===== src/rtl/glyph_blitter.sv =====
// Character blitter: fetches each glyph row from a synchronous font ROM and
// streams one pixel per cycle (x, y, colour, plot) to a VGA adapter.
module glyph_blitter #(
  parameter int GLYPH_W     = 8,
  parameter int GLYPH_H     = 8,
  parameter int CHAR_W      = 5,
  parameter int X_W         = 8,
  parameter int Y_W         = 7,
  parameter int COLOUR_W    = 3,
  parameter int TRANSPARENT = 0,
  localparam int ROW_W      = $clog2(GLYPH_H),
  localparam int ADDR_W     = CHAR_W + ROW_W
) (
  input  logic                clk,
  input  logic                resetn,
  input  logic                go,
  input  logic [CHAR_W-1:0]   char_id,
  input  logic [X_W-1:0]      origin_x,
  input  logic [Y_W-1:0]      origin_y,
  input  logic [COLOUR_W-1:0] fg_colour,
  input  logic [COLOUR_W-1:0] bg_colour,
  input  logic                delete,
  output logic [ADDR_W-1:0]   rom_addr,
  input  logic [GLYPH_W-1:0]  rom_data,
  output logic [X_W-1:0]      vga_x,
  output logic [Y_W-1:0]      vga_y,
  output logic [COLOUR_W-1:0] vga_colour,
  output logic                plot,
  output logic                busy,
  output logic                done
);
  localparam int COL_W = $clog2(GLYPH_W);

  typedef enum logic [2:0] {S_IDLE, S_FETCH, S_LOAD, S_DRAW, S_DONE} state_t;

  state_t              state_q, state_d;
  logic [ROW_W-1:0]    row_q, row_d;
  logic [COL_W-1:0]    col_q, col_d;
  logic [GLYPH_W-1:0]  shift_q, shift_d;
  logic [CHAR_W-1:0]   char_q, char_d;
  logic [X_W-1:0]      ox_q, ox_d;
  logic [Y_W-1:0]      oy_q, oy_d;
  logic [COLOUR_W-1:0] fg_q, fg_d, bg_q, bg_d;
  logic                del_q, del_d;
  logic [ADDR_W-1:0]   rom_addr_q, rom_addr_d;
  logic [X_W-1:0]      x_q, x_d;
  logic [Y_W-1:0]      y_q, y_d;
  logic [COLOUR_W-1:0] colour_q, colour_d;
  logic                plot_q, plot_d, busy_q, busy_d, done_q, done_d;
  logic                pix_en, pix_bit;
  logic [COL_W-1:0]    pix_col;

  function automatic logic [ADDR_W-1:0] row_addr(input logic [CHAR_W-1:0] c,
                                                 input logic [ROW_W-1:0]  r);
    return ADDR_W'(c) * ADDR_W'(GLYPH_H) + ADDR_W'(r);
  endfunction

  always_comb begin
    state_d    = state_q;
    row_d      = row_q;
    col_d      = col_q;
    shift_d    = shift_q;
    char_d     = char_q;
    ox_d       = ox_q;
    oy_d       = oy_q;
    fg_d       = fg_q;
    bg_d       = bg_q;
    del_d      = del_q;
    rom_addr_d = rom_addr_q;
    x_d        = x_q;
    y_d        = y_q;
    colour_d   = colour_q;
    plot_d     = 1'b0;
    busy_d     = busy_q;
    done_d     = 1'b0;
    pix_en     = 1'b0;
    pix_bit    = 1'b0;
    pix_col    = '0;
    case (state_q)
      S_IDLE: begin
        if (go) begin
          char_d     = char_id;
          ox_d       = origin_x;
          oy_d       = origin_y;
          fg_d       = fg_colour;
          bg_d       = bg_colour;
          del_d      = delete;
          row_d      = '0;
          rom_addr_d = row_addr(char_id, '0);
          busy_d     = 1'b1;
          state_d    = S_FETCH;
        end
      end
      S_FETCH: state_d = S_LOAD;
      S_LOAD: begin
        // Pixel 0 comes straight from the ROM so the first plot is not delayed.
        pix_en  = 1'b1;
        pix_bit = rom_data[GLYPH_W-1];
        shift_d = rom_data << 1;
        col_d   = '0;
        state_d = S_DRAW;
      end
      S_DRAW: begin
        if (col_q == COL_W'(GLYPH_W - 1)) begin
          if (row_q == ROW_W'(GLYPH_H - 1)) begin
            done_d  = 1'b1;
            state_d = S_DONE;
          end else begin
            row_d      = row_q + ROW_W'(1);
            rom_addr_d = row_addr(char_q, row_q + ROW_W'(1));
            state_d    = S_FETCH;
          end
        end else begin
          pix_en  = 1'b1;
          pix_bit = shift_q[GLYPH_W-1];
          pix_col = col_q + COL_W'(1);
          shift_d = shift_q << 1;
          col_d   = col_q + COL_W'(1);
        end
      end
      S_DONE: begin
        busy_d  = 1'b0;
        state_d = S_IDLE;
      end
      default: state_d = S_IDLE;
    endcase
    if (pix_en) begin
      x_d      = ox_q + X_W'(pix_col);
      y_d      = oy_q + Y_W'(row_q);
      colour_d = (del_q || !pix_bit) ? (del_q ? '0 : bg_q) : fg_q;
      plot_d   = del_q || pix_bit || (TRANSPARENT == 0);
    end
  end

  always_ff @(posedge clk or negedge resetn) begin
    if (!resetn) begin
      state_q    <= S_IDLE;
      row_q      <= '0;
      col_q      <= '0;
      shift_q    <= '0;
      char_q     <= '0;
      ox_q       <= '0;
      oy_q       <= '0;
      fg_q       <= '0;
      bg_q       <= '0;
      del_q      <= 1'b0;
      rom_addr_q <= '0;
      x_q        <= '0;
      y_q        <= '0;
      colour_q   <= '0;
      plot_q     <= 1'b0;
      busy_q     <= 1'b0;
      done_q     <= 1'b0;
    end else begin
      state_q    <= state_d;
      row_q      <= row_d;
      col_q      <= col_d;
      shift_q    <= shift_d;
      char_q     <= char_d;
      ox_q       <= ox_d;
      oy_q       <= oy_d;
      fg_q       <= fg_d;
      bg_q       <= bg_d;
      del_q      <= del_d;
      rom_addr_q <= rom_addr_d;
      x_q        <= x_d;
      y_q        <= y_d;
      colour_q   <= colour_d;
      plot_q     <= plot_d;
      busy_q     <= busy_d;
      done_q     <= done_d;
    end
  end

  assign rom_addr   = rom_addr_q;
  assign vga_x      = x_q;
  assign vga_y      = y_q;
  assign vga_colour = colour_q;
  assign plot       = plot_q;
  assign busy       = busy_q;
  assign done       = done_q;
endmodule


===== config.mk =====
export PLATFORM = sky130hd
export DESIGN_NAME = glyph_blitter
export DESIGN_NICKNAME = d
export VERILOG_FILES = /design/src/rtl/glyph_blitter.sv
export SDC_FILE = /design/constraint.sdc
export NUM_CORES = 1
export LEC_CHECK = 0
export BUFFER_PORTS_ARGS = -buffer_cell sky130_fd_sc_hd__buf_4
export CAP_MARGIN = 10
export CORE_AREA = 3 3 85 87
export CTS_CLUSTER_DIAMETER = 40
export DETAILED_ROUTE_END_ITERATION = 16
export DIE_AREA = 0 0 88 90
export PLACE_DENSITY = 0.72
export RECOVER_POWER = 50
export SYNTH_ARGS = -nofsm -noshare
export SYNTH_HDL_FRONTEND = slang
export SYNTH_SLANG_ARGS = --single-unit

===== constraint.sdc =====
create_clock -name clk -period 7.1 [get_ports clk]
set_clock_uncertainty 0.15 [all_clocks]
set_input_delay 1.42 -clock clk [delete_from_list [all_inputs] [get_ports clk]]
set_output_delay 1.42 -clock clk [all_outputs]
set_load 0.05 [all_outputs]

==> flow_metrics.tcl <==
set metrics [dict create \
    criticalPathCategory "flop to flop" \
    path_max_fanout 15 \
    io_buffers 66 \
    clk_path_buf_depth 2 \
    wl_um 6120 \
    fin_crit_ns 3.08 \
    gp_congestion 0.814 \
    swShare 0.417 \
    cts_hold_buf 0 \
    yosys_warnings 0 \
    syn_area_sq_mm 0.00321 \
    p_switching_uw 909 \
    path_cells "nor2b_1 > nand2_1 > nor3b_1 > fa_1 > a21oi_1 > nor3b_1 > xnor2_1 > o21ai_0" \
    crit_path_end_kind "flop" \
    grt_max_degree 70 \
    placed_cells 397 \
    antennaDiodeCount 0 \
    finalNonFillerCells 413 \
    startpoint_type "flop" \
    die_h_um 90 \
    syn-num-nets 313 \
    rsz0062_at_grt "false" \
    min_from "col_q[1]" \
    grt_overflow_total 0 \
    grt_pass1_wl_um 10500 \
    setup_tns_ns 0 \
    cts_root_buf "clkbuf_8" \
    syn_to_final_growth_pct 23.6 \
    die_area_sq_mm 0.00792 \
    final_cell_mix "dfrtp_1 (69), buf_4 (66), nand2_1 (27), o21ai_0 (23), mux2i_1 (18)" \
    p_per_area_mw_per_mm2 548 \
    dr.pass1.iters 6 \
    path_depth 8 \
    clkTransAtPathRegs_ns 0.07 \
    synthArstFlopShare 1.00 \
    hold_depth 1 \
    share_comb_of_total_power 0.492 \
    fmax_ghz 0.325 \
    cp_slowest_cell "nor3b_1" \
    max_cap_violations 0 \
    num_vias 2140 \
    status "complete, no violations" \
    num_io_pins 67 \
    p_leak_nw 1.85 \
    clockPowerShare 0.174 \
    reg2regPathDepth 8 \
    power_frac_seq 0.334 \
    antenna_found_initial 0 \
    internal_power_mw 1.27 \
    synth-seq-cells 69 \
    tightest_slew_ns 0.870 \
    cp_top_family "simple AND/OR/NAND/NOR gates" \
    antenna_left 0 \
    dp_hpwl_um 4400 \
    cts_tree "done" \
    arrival_ns 3.15 \
    ys_types 40 \
    cts.sinks 69 \
    crit_buf_inv 0 \
    routedWlPerCell_um 14.8 \
    period_share 0.434 \
    final_hold_viol_count 0 \
    yosysSeqAreaShare 0.537 \
    cts_resized 0 \
    synth_edf_count 0 \
    std_cell_rows 29 \
    slew_headroom 0.420 \
    setup_viol 0 \
    fp.dieW_um 88 \
    grt_pass1_vias 2224 \
    clock_latency_ns 0.35 \
    placeableCoreArea_sq_mm 0.00642 \
    max_stage_delay_ns 0.60 \
    initial_utilization 0.500 \
    nNetsFinal 381 \
    crit_start "state_q[2]" \
    drcViolationCount 0 \
    drtIter0Drc 60 \
    mostFrequentLayoutCell "dfrtp_1" \
    numCtsBuffers 9 \
    reg2reg_from "state_q[2]" \
    vdd_drop_max_mv 0.270 \
    hold_path.class "flop to flop" \
    track_usage 0.172 \
    crit_required_ns 7.17 \
    drive_above_1_share 0.318 \
    cts_max_level 3 \
    syn_avg_cell_area_sq_um 12.2 \
    cp_common_cell "nor3b_1" \
    viasPerCell 5.18 \
    ys.flop_type "dfrtp_1" \
    post_cts_buffers 0 \
    finalMaxSlewViolations 0 \
    syn_inst 263 \
]
## cells in the mapped netlist, types with 3 or more instances
cell     number  area share
inv_1         8      0.0093
dfrtp_1      69        0.54
nor2_1       11       0.013
a22o_1        3      0.0082
o22ai_1       3      0.0058
buf_2         4      0.0062
nand2_1      26       0.030
xnor2_1       8       0.022
xor2_1        3      0.0082
mux2_2       12       0.042
nor3_1        3      0.0047
mux2_4       10       0.047
mux2_1        8       0.028
nand3_1       3      0.0047
mux2i_1      18       0.056
ha_1         10       0.039
o21ai_0      23       0.036
a21oi_1      12       0.019
## metrics by stage
step	hold WS, ns	power (mW)	cell area [sq um]	setup slack (ns)	util
detailed placement	0.322	1.82	3730	4.03	0.582
CTS	0.338	2.21	3980	4.31	0.620
floorplan	0.299	1.55	3210	4.36	-
global placement	0.312	1.78	3730	4.05	0.582
finish	0.330	2.18	3970	4.02	0.618
global route	0.343	2.34	3970	3.72	0.618
## area by class of cell
class                      count  area, sq um
clock buffer                  13          179
clock inverter                 3         65.1
fill                         524         2450
inverter                       8         30.0
multi-input combinational    176         1370
sequential                    69         1730
tap                           77         96.3
timing repair buffer          67          499
## path summary, 6_finish.rpt
kind,endpoint,slack [ns]
max,vga_x[6],4.02
min,col_q[1],0.33
max reg2reg,vga_x[6],4.02
min reg2reg,col_q[1],0.33
max in group asynchronous,oy_q[1],5.20
min in group asynchronous,ox_q[4],1.02
## power by group through the flow
stage	clock (mW)	combinational, mW	sequential [mW]
floorplan	0	0.581	0.965
global placement	0	1.05	0.727
detailed placement	0	1.09	0.737
CTS	0.389	1.09	0.731
global route	0.404	1.18	0.758
finish	0.380	1.07	0.726
## state kept, by name (all words and copies together) (netlist names)
signal,cells
bg_q,3
busy,1
char_q,5
col_q,3
del_q,1
done,1
fg_q,3
ox_q,8
oy_q,7
plot,1
rom_addr,6
row_q,2
shift_q,7
state_q,3
vga_colour,3
vga_x,8
vga_y,7
## per-layer routing
| metal | track usage | up-vias | part of all wire |
|---|---|---|---|
| met5 | 0 | - | 0 |
| met4 | 0.0946 | 0 | 0.025 |
| met3 | 0.0356 | 12 | 0.040 |
| met2 | 0.266 | 44 | 0.49 |
| met1 | 0.221 | 1023 | 0.44 |
| li1 | - | 1061 | - |
## kinds of logic (layout without fill, tap and decap cells)
kind of cell | Yosys count | in the layout | synth area share
multiplexers | 48 | 48 | 0.173
adder cells (fa/ha/maj) | 12 | 12 | 0.0514
XOR/XNOR | 11 | 11 | 0.0300
AND/OR/NAND/NOR | 57 | 57 | 0.0880
flip-flops | 69 | 69 | 0.537
AO/OA/AOI/OAI | 48 | 48 | 0.0868
buffers and inverters | 18 | 91 | 0.0335
No activity file was read; power rests on OpenSTA's default activity.
